**src/rtl/alu_muldiv_seq_if.sv**
```systemverilog
// ============================================================================
// Module      : alu_muldiv_seq_if
// Description : Request/response and shared-ALU bundle for the mul/div sequencer
// Revision    : 1.0  initial release
// ============================================================================
`default_nettype none

interface alu_muldiv_seq_if #(
    parameter int XLEN = 32
);
    logic            start;
    logic [1:0]      op;
    logic [XLEN-1:0] a;
    logic [XLEN-1:0] b;
    logic            flush;
    logic            busy;
    logic            done;
    logic [XLEN-1:0] result;
    logic            alu_own;
    logic [XLEN-1:0] alu_srca;
    logic [XLEN-1:0] alu_srcb;
    logic [2:0]      alu_control;
    logic [XLEN-1:0] alu_result;

    // Sequencer side
    modport slave (
        input  start, op, a, b, flush, alu_result,
        output busy, done, result, alu_own, alu_srca, alu_srcb, alu_control
    );

    // Pipeline / EX-stage side
    modport master (
        output start, op, a, b, flush, alu_result,
        input  busy, done, result, alu_own, alu_srca, alu_srcb, alu_control
    );
endinterface

`default_nettype wire

```
**src/rtl/alu_muldiv_seq.sv**
```systemverilog
// ============================================================================
// Module      : alu_muldiv_seq
// Description : Iterative MUL/DIVU/REMU sequencer borrowing the EX-stage ALU
// Revision    : 1.0  initial release
// ============================================================================
`default_nettype none

module alu_muldiv_seq #(
    parameter int XLEN = 32
) (
    input  logic              clk,
    input  logic              reset,
    alu_muldiv_seq_if.slave   bus
);

    localparam int unsigned   c_CNT_W    = $clog2(XLEN);
    localparam logic [c_CNT_W-1:0] c_LAST = c_CNT_W'(XLEN - 1);
    localparam logic [1:0]    c_OP_MUL   = 2'b00;
    localparam logic [1:0]    c_OP_DIVU  = 2'b01;
    localparam logic [1:0]    c_OP_REMU  = 2'b10;
    localparam logic [2:0]    c_ALU_ADD  = 3'b000;
    localparam logic [2:0]    c_ALU_SUB  = 3'b001;

    typedef enum logic [1:0] {
        S_IDLE = 2'd0,
        S_RUN  = 2'd1,
        S_DONE = 2'd2
    } state_t;

    state_t               r_state, w_state_nxt;
    logic [c_CNT_W-1:0]   r_cnt, w_cnt_nxt;
    logic [1:0]           r_op, w_op_nxt;
    // r_acc: product accumulator (MUL) or partial remainder (DIV)
    // r_opa: multiplier (MUL) or dividend shifting into quotient (DIV)
    // r_opb: multiplicand (MUL) or divisor (DIV)
    logic [XLEN-1:0]      r_acc, w_acc_nxt;
    logic [XLEN-1:0]      r_opa, w_opa_nxt;
    logic [XLEN-1:0]      r_opb, w_opb_nxt;
    logic [XLEN-1:0]      r_result, w_result_nxt;

    logic [XLEN-1:0]      w_shifted;
    logic                 w_carry;
    logic                 w_ge;
    logic [XLEN-1:0]      w_srca;
    logic [XLEN-1:0]      w_srcb;
    logic [2:0]           w_control;

    // Restoring-division trial: a carried-out bit guarantees shifted >= divisor
    assign w_shifted = {r_acc[XLEN-2:0], r_opa[XLEN-1]};
    assign w_carry   = r_acc[XLEN-1];
    assign w_ge      = w_carry || (w_shifted >= r_opb);

    always_ff @(posedge clk) begin
        if (reset) begin
            r_state  <= S_IDLE;
            r_cnt    <= '0;
            r_op     <= '0;
            r_acc    <= '0;
            r_opa    <= '0;
            r_opb    <= '0;
            r_result <= '0;
        end else begin
            r_state  <= w_state_nxt;
            r_cnt    <= w_cnt_nxt;
            r_op     <= w_op_nxt;
            r_acc    <= w_acc_nxt;
            r_opa    <= w_opa_nxt;
            r_opb    <= w_opb_nxt;
            r_result <= w_result_nxt;
        end
    end

    always_comb begin
        w_state_nxt  = r_state;
        w_cnt_nxt    = r_cnt;
        w_op_nxt     = r_op;
        w_acc_nxt    = r_acc;
        w_opa_nxt    = r_opa;
        w_opb_nxt    = r_opb;
        w_result_nxt = r_result;
        w_srca       = '0;
        w_srcb       = '0;
        w_control    = c_ALU_ADD;

        case (r_state)
            S_IDLE, S_DONE: begin
                if (r_state == S_DONE) begin
                    w_state_nxt = S_IDLE;
                end
                if (bus.start && !bus.flush) begin
                    w_op_nxt  = bus.op;
                    w_cnt_nxt = '0;
                    w_acc_nxt = '0;
                    case (bus.op)
                        c_OP_MUL: begin
                            w_state_nxt = S_RUN;
                            w_opa_nxt   = bus.b;
                            w_opb_nxt   = bus.a;
                        end
                        c_OP_DIVU, c_OP_REMU: begin
                            w_opa_nxt = bus.a;
                            w_opb_nxt = bus.b;
                            if (bus.b == '0) begin
                                // Divide by zero resolves without touching the ALU
                                w_state_nxt  = S_DONE;
                                w_result_nxt = (bus.op == c_OP_DIVU) ? '1 : bus.a;
                            end else begin
                                w_state_nxt = S_RUN;
                            end
                        end
                        default: begin
                            w_state_nxt  = S_DONE;
                            w_result_nxt = '0;
                        end
                    endcase
                end
            end

            S_RUN: begin
                w_srcb = r_opb;
                if (r_op == c_OP_MUL) begin
                    w_srca    = r_acc;
                    w_control = c_ALU_ADD;
                    w_acc_nxt = r_opa[0] ? bus.alu_result : r_acc;
                    w_opb_nxt = r_opb << 1;
                    w_opa_nxt = r_opa >> 1;
                end else begin
                    w_srca    = w_shifted;
                    w_control = c_ALU_SUB;
                    w_acc_nxt = w_ge ? bus.alu_result : w_shifted;
                    w_opa_nxt = {r_opa[XLEN-2:0], w_ge};
                end
                w_cnt_nxt = r_cnt + c_CNT_W'(1);

                if (bus.flush) begin
                    w_state_nxt = S_IDLE;
                end else if (r_cnt == c_LAST) begin
                    w_state_nxt  = S_DONE;
                    w_result_nxt = (r_op == c_OP_DIVU) ? w_opa_nxt : w_acc_nxt;
                end
            end

            default: begin
                w_state_nxt = S_IDLE;
            end
        endcase
    end

    assign bus.busy        = (r_state == S_RUN);
    assign bus.done        = (r_state == S_DONE);
    assign bus.result      = r_result;
    assign bus.alu_own     = (r_state == S_RUN);
    assign bus.alu_srca    = w_srca;
    assign bus.alu_srcb    = w_srcb;
    assign bus.alu_control = w_control;

endmodule

`default_nettype wire

```
**src/flat_wrapper.sv**
```systemverilog
// flat-port wrapper written by rule: the top's interface ports become plain ports
module alu_muldiv_seq_flat 
#(
    parameter int XLEN = 32
)
  (clk, reset, bus_start, bus_op, bus_a, bus_b, bus_flush, bus_alu_result, bus_busy, bus_done, bus_result, bus_alu_own, bus_alu_srca, bus_alu_srcb, bus_alu_control);
  alu_muldiv_seq_if #(.XLEN(XLEN)) bus_i ();
  input  logic clk;
  input  logic reset;
  input wire logic [$bits(bus_i.start)-1:0] bus_start;
  input wire logic [$bits(bus_i.op)-1:0] bus_op;
  input wire logic [$bits(bus_i.a)-1:0] bus_a;
  input wire logic [$bits(bus_i.b)-1:0] bus_b;
  input wire logic [$bits(bus_i.flush)-1:0] bus_flush;
  input wire logic [$bits(bus_i.alu_result)-1:0] bus_alu_result;
  output wire logic [$bits(bus_i.busy)-1:0] bus_busy;
  output wire logic [$bits(bus_i.done)-1:0] bus_done;
  output wire logic [$bits(bus_i.result)-1:0] bus_result;
  output wire logic [$bits(bus_i.alu_own)-1:0] bus_alu_own;
  output wire logic [$bits(bus_i.alu_srca)-1:0] bus_alu_srca;
  output wire logic [$bits(bus_i.alu_srcb)-1:0] bus_alu_srcb;
  output wire logic [$bits(bus_i.alu_control)-1:0] bus_alu_control;
  assign bus_i.start = bus_start;
  assign bus_i.op = bus_op;
  assign bus_i.a = bus_a;
  assign bus_i.b = bus_b;
  assign bus_i.flush = bus_flush;
  assign bus_i.alu_result = bus_alu_result;
  assign bus_busy = bus_i.busy;
  assign bus_done = bus_i.done;
  assign bus_result = bus_i.result;
  assign bus_alu_own = bus_i.alu_own;
  assign bus_alu_srca = bus_i.alu_srca;
  assign bus_alu_srcb = bus_i.alu_srcb;
  assign bus_alu_control = bus_i.alu_control;
  alu_muldiv_seq #(.XLEN(XLEN)) u_core (.clk(clk), .reset(reset), .bus(bus_i));
endmodule
```
**config.mk**
```make
export PLATFORM = sky130hd
export DESIGN_NAME = alu_muldiv_seq_flat
export DESIGN_NICKNAME = d
export VERILOG_FILES = /design/src/rtl/alu_muldiv_seq_if.sv /design/src/rtl/alu_muldiv_seq.sv /design/src/flat_wrapper.sv
export SDC_FILE = /design/constraint.sdc
export NUM_CORES = 1
export LEC_CHECK = 0
export ABC_AREA = 1
export ABC_CLOCK_PERIOD_IN_PS = 6440
export CORE_ASPECT_RATIO = 1.1
export CORE_MARGIN = 3
export CORE_UTILIZATION = 57
export DETAILED_ROUTE_END_ITERATION = 12
export GPL_ROUTABILITY_DRIVEN = 0
export PLACE_DENSITY_LB_ADDON = 0.2
export SYNTH_ARGS = -nofsm -noshare
export SYNTH_HDL_FRONTEND = slang
export SYNTH_SLANG_ARGS = --single-unit
```
**constraint.sdc**
```tcl
create_clock -name clk -period 6.44 [get_ports clk]
set_clock_uncertainty 0.1 [all_clocks]
set_input_delay 0.644 -clock clk [delete_from_list [all_inputs] [get_ports clk]]
set_output_delay 0.644 -clock clk [all_outputs]
set_load 0.02 [all_outputs]
```
# [Word-level counts from Yosys, hierarchy flattened]
# Index checks and enable logic that the tools add are counted.
# Widths: inputs -> output; s select.
[classes] n_bitwise=0 mul=0 n_addsub=1 magnitude_cmp=1 n_reduce_logical=16 muxes=35 n_div=0 shifts=0 n_eq_ne=15
[ops] cell="$mux 32" n=17
[ops] cell="$pmux 32 s2" n=7
[ops] cell="$ge 32x32->1" n=1
[ops] cell="$logic_not 32->1" n=1
[ops] cell="$mux 2" n=5
[ops] cell="$pmux 5 s2" n=1
[ops] cell="$ne 3x2->1 const B" n=3
[ops] cell="$pmux 2 s2" n=2
[ops] cell="$eq 2x1->1 const B" n=3
[ops] cell="$logic_not 2->1" n=3
[ops] cell="$ne 2x1->1 const B" n=3
[ops] cell="$reduce_and 2->1" n=3
[ops] cell="$reduce_and 6->1" n=1
[ops] cell="$add 5x1->5 const B" n=1
[ops] cell="$eq 5x5->1 const B" n=1
[ops] cell="$mux 5" n=1
[ops] cell="$eq 2x2->1 const B" n=2
[ops] cell="$ne 2x2->1 const B" n=2
[ops] cell="$reduce_and 4->1" n=1
[ops] cell="$reduce_or 2->1" n=2
[ops] cell="$mux 3" n=1
[ops] cell="$ne 3x3->1 const B" n=1
[ops] cell="$reduce_and 3->1" n=1
[ops] cell="$reduce_bool 2->1" n=1
[ops] cell="4 further kinds" n=4
[word_totals] wordCells=75 latchBits=0 mem_count=0 out_inout_bits=102 romBits=0 mem_bits_rw=0 reg_bits=137 in_bits=102

# [Longest topological paths before layout]
[logic_depth] word_depth=8 depth_mapped=19 depth_no_buf=18

# [Least setup slack after synthesis]
# Ideal clock, no wire load.
[synth_timing] kind="reg-to-output" startpoint="register u_core.r_state[0]" endpoint="output bus_alu_srca[22]" path_stages_with_launch=7 arrival_ns=1.744 required_ns=5.696 setup_slack_ns=3.952 cell_sequence="dfxtp_1 -> inv_2 -> nor2_4 -> clkbuf_1 -> clkbuf_1 -> o21ai_0 -> a21oi_1"
[synth_via] elab_chain_len=2
[synth_lines] element="from (decl)" line_no="alu_muldiv_seq.sv:30" text="state_t r_state, w_state_nxt;"
[synth_lines] element="from (signal assigned)" line_no="alu_muldiv_seq.sv:63" text="r_state <= w_state_nxt;"
[synth_lines] element="$eq 2x1->1"
[synth_lines] element="named net bus_alu_own" line_no="flat_wrapper.sv:19" text="output wire logic [$bits(bus_i.alu_own)-1:0] bus_alu_own;"
[synth_lines] element="$mux 32" line_no="alu_muldiv_seq.sv:85" text="case (r_state)"
[synth_lines] element="to (decl)" line_no="flat_wrapper.sv:20" text="output wire logic [$bits(bus_i.alu_srca)-1:0] bus_alu_srca;"
# The timed path passes the listed nets, and every way through them passes these cells.

# [Final worst setup path]
[layout_timing] startpoint="register u_core.r_op[0]" endpoint="output bus_alu_srca[31]"
[layout_via] elab_chain_len=3
[layout_lines] element="from (decl)" line_no="alu_muldiv_seq.sv:32" text="logic [1:0] r_op, w_op_nxt;"
[layout_lines] element="from (signal assigned)" line_no="alu_muldiv_seq.sv:65" text="r_op <= w_op_nxt;"
[layout_lines] element="$logic_not 2->1" line_no="alu_muldiv_seq.sv:121" text="if (r_op == c_OP_MUL) begin"
[layout_lines] element="$mux 32" line_no="alu_muldiv_seq.sv:121"
[layout_lines] element="$mux 32" line_no="alu_muldiv_seq.sv:85"
# Every way passes these cells.

==> summary.md <==
| Metric | Value |
|---|---|
| Status | complete, no violations |
| Initial antenna violation count | 1 |
| Port Buffer Count | between 200 and 250 |
| Clock Latency Late Sink | 430 ps |
| Syn-to-layout area delta | 24.1% |
| Post-DP HPWL | 22500 um |
| Clk root buf | clkbuf_16 |
| Setup TNS | 0 ps |
| RSZ-0062 raised after global routing | false |
| Final period util | about 61% |
| Die height | ~150 um |
| CP endpoint kind | output pin |
| Row Count | 50 |
| Post-synth EDFFs | 0 |
| Fin nets | 1965 |
| CP Class | reg2out |
| Drt drc | 0 |
| Synth async-reset ratio | 0% |
| Max Transition Viols Final | 0 |
| Largest net degree at the start of global routing | 180 |
| CTS tree | built |
| GRT Residual Overflow | 0 |
| Syn_area_per_cell | 5.93 sq um |
| Layout cells sized above 1 | 4.89% |
| Total die area | approximately 20000 sq um |
| Post-route ant nets | 0 |
| CTS Sinks | ~140 |
| Post-route cell area | between 10000 and 15000 sq um |
| Initial Util | around three fifths |
| Hold crit path type | reg2reg |
| Actual slew at the worst max-slew pin | about 1300 ps |
| CP peak stage delay | 800 ps |
| Leak Pwr | ~6 nW |
| Total of max-cap violations | 0 |
| Synthesized area | 10200 sq um |
| Synthesized netlist cell count | approximately 1700 |
| Max-slew headroom | 13.3% |
| CTS resizes | 0 |
| CTS Buffer Depth | 2 |
| Die Span X | ~130 um |
| Hold buffers post-CTS | 0 |
| Routed length per placed instance | 16.5 um |
| Worst VDD drop | 0.000178 V |
| Setup-failing EPs final | 0 |
| Reg clk slew, reported paths | around 60 ps |
| Setup crit start kind | flop |
| Routed vias/inst | around 5.8 |
| DRT iter0 DRCs | around 1600 |
| Worst path cell trace | nor2_4 -> buf_4 -> o21ai_0 -> a21oi_1 -> clkdlybuf4s50_1 |
| Final Routed Wirelength | approximately 34000 um |
| Core ar. | around 17000 sq um |
| Most common cell after layout, fill and taps aside | nand2_1 |
| FMAX | between 200 and 300 MHz |
| Fillers | between 1000 and 1500 |
| GRT Util Overall | roughly a third |
| Final Hold Vio Count | 0 |
| Most frequent cells in the layout | nand2_1, a21oi_1, inv_1, clkdlybuf4s50_1, o21ai_0 |
| CP Data Arrival Time | between 3000 and 4000 ps |
| Worst Path Required | around 5700 ps |
| Vias in the first global route | around 11000 |
| I/O pin count | ~200 |
| Total setup buffers inserted after CTS | 0 |
| Synth Register Bits | roughly 140 |
| First-pass GRT wire length | 54800 um |
| Total CTS buffers | 17 |
| R2r worst-path depth | 10 |
| Via Count | roughly 12000 |
| Setup ws final | between 2000 and 2500 ps |
| Crit-path max FO | 47 |
| Drt pass-1 iters | 7 |
| PD cells | a little over 200 nW/um^2 |
| Synth warn | 0 |
| Cell variety after synth | 36 |
| Most common flop cell mapped by yosys | dfxtp_1 |
| Sequential element share of the synthesized area | a little over a quarter |
| Hold depth | 2 |
| Critical Path Slowest Stage Cell | nor2_4 |
| Final min period | 3950 ps |
| Placed cell areas | 12100 sq um |
| Post-placement setup slack | between 2000 and 3000 ps |
| H-tree levels | 4 |
## layout make-up
class                      count  area, sq um  share of cell area [%]
multi-input combinational   1177         5870                    46.4
sequential                   137         2740                    21.7
timing repair buffer         215         2120                    16.8
inverter                     278         1040                    8.25
clock buffer                  25          505                    4.00
tap                          234          293                    2.32
clock inverter                 7         65.1                   0.515
antenna                        1         2.50                  0.0198
## critical path, delay by kind of cell (launching register included)
kind            cells  cell delay, ps
compound gates      2             370
buf+inv             2            1210
flops               1             350
simple gates        1             800
## cells by family after synthesis
kind of cell    Yosys count  share of synthesized area (%)
other cells               1                         0.0368
buf+inv                 404                           15.7
flops                   137                           26.9
simple gates            583                           24.0
compound gates          555                           28.7
fa+ha+maj                37                           4.55
## report_power, final
part	leakage (nW)	internal, mW	switching [mW]	total, mW
combinational	4.45	0.232	0.436	0.668
clock	0.279	0.580	0.377	0.957
sequential	1.12	0.896	0.0338	0.930
## sequential cells by signal, summed over array words and instances, names as in the netlist
register           cells
u_core.r_opb          32
u_core.bus.result     32
u_core.r_opa          32
u_core.r_cnt           5
u_core.r_state         2
u_core.r_op            2
u_core.r_acc          32
## worst paths after layout
kind / from / to / slack, ps
worst max register to register: u_core.r_state[0] / u_core.r_opb[0] / 2770
worst max-delay path: u_core.r_op[0] / bus_alu_srca[31] / 2490
worst min register to register: u_core.r_cnt[3] / u_core.r_cnt[3] / 370
worst min-delay path: u_core.r_cnt[3] / u_core.r_cnt[3] / 370
## metal layers
layer  vias to the layer above  GRT usage (%)  wire [um]
li1                       5806              -          -
met1                      5452           43.5      13400
met2                       740           56.1      16100
met3                       113           5.34       3480
met4                         0           14.9       1180
met5                         -              0          0
## metrics by stage
stage | std cells | hold WS [ps] | power (mW) | utilization, %
after global routing | 2074 | 398 | 2.66 | 73.2
after global placement | 2041 | 360 | 1.58 | 69.9
after detailed placement | 2041 | 364 | 1.59 | 69.9
final | 2074 | 371 | 2.55 | 73.2
after CTS | 2073 | 373 | 2.53 | 73.2
after floorplan | 1718 | 344 | 1.37 | -
## cell usage after synthesis (2+ instances only)
master	instances	share of area, %
nand2_1	335	12
buf_1	12	0.44
nand4_1	5	0.31
nor4_1	3	0.18
a31oi_1	27	1.7
inv_1	274	10
buf_6	4	0.44
buf_2	27	1.3
o21ai_1	19	0.93
a21oi_1	293	14
inv_2	4	0.15
a211oi_1	5	0.37
o211ai_1	23	1.7
clkbuf_1	78	2.9
buf_4	5	0.37
ha_1	37	4.5
dfxtp_1	137	27
nand2_2	30	1.8
o21ai_0	174	8.6
a21o_1	2	0.15
nor2_1	98	3.6
nor3_1	2	0.098
nor2_2	2	0.12
o22ai_1	4	0.25
nand3_1	103	5.1
o2111ai_1	4	0.34
Note: power is estimated with default switching activity, not from simulation.
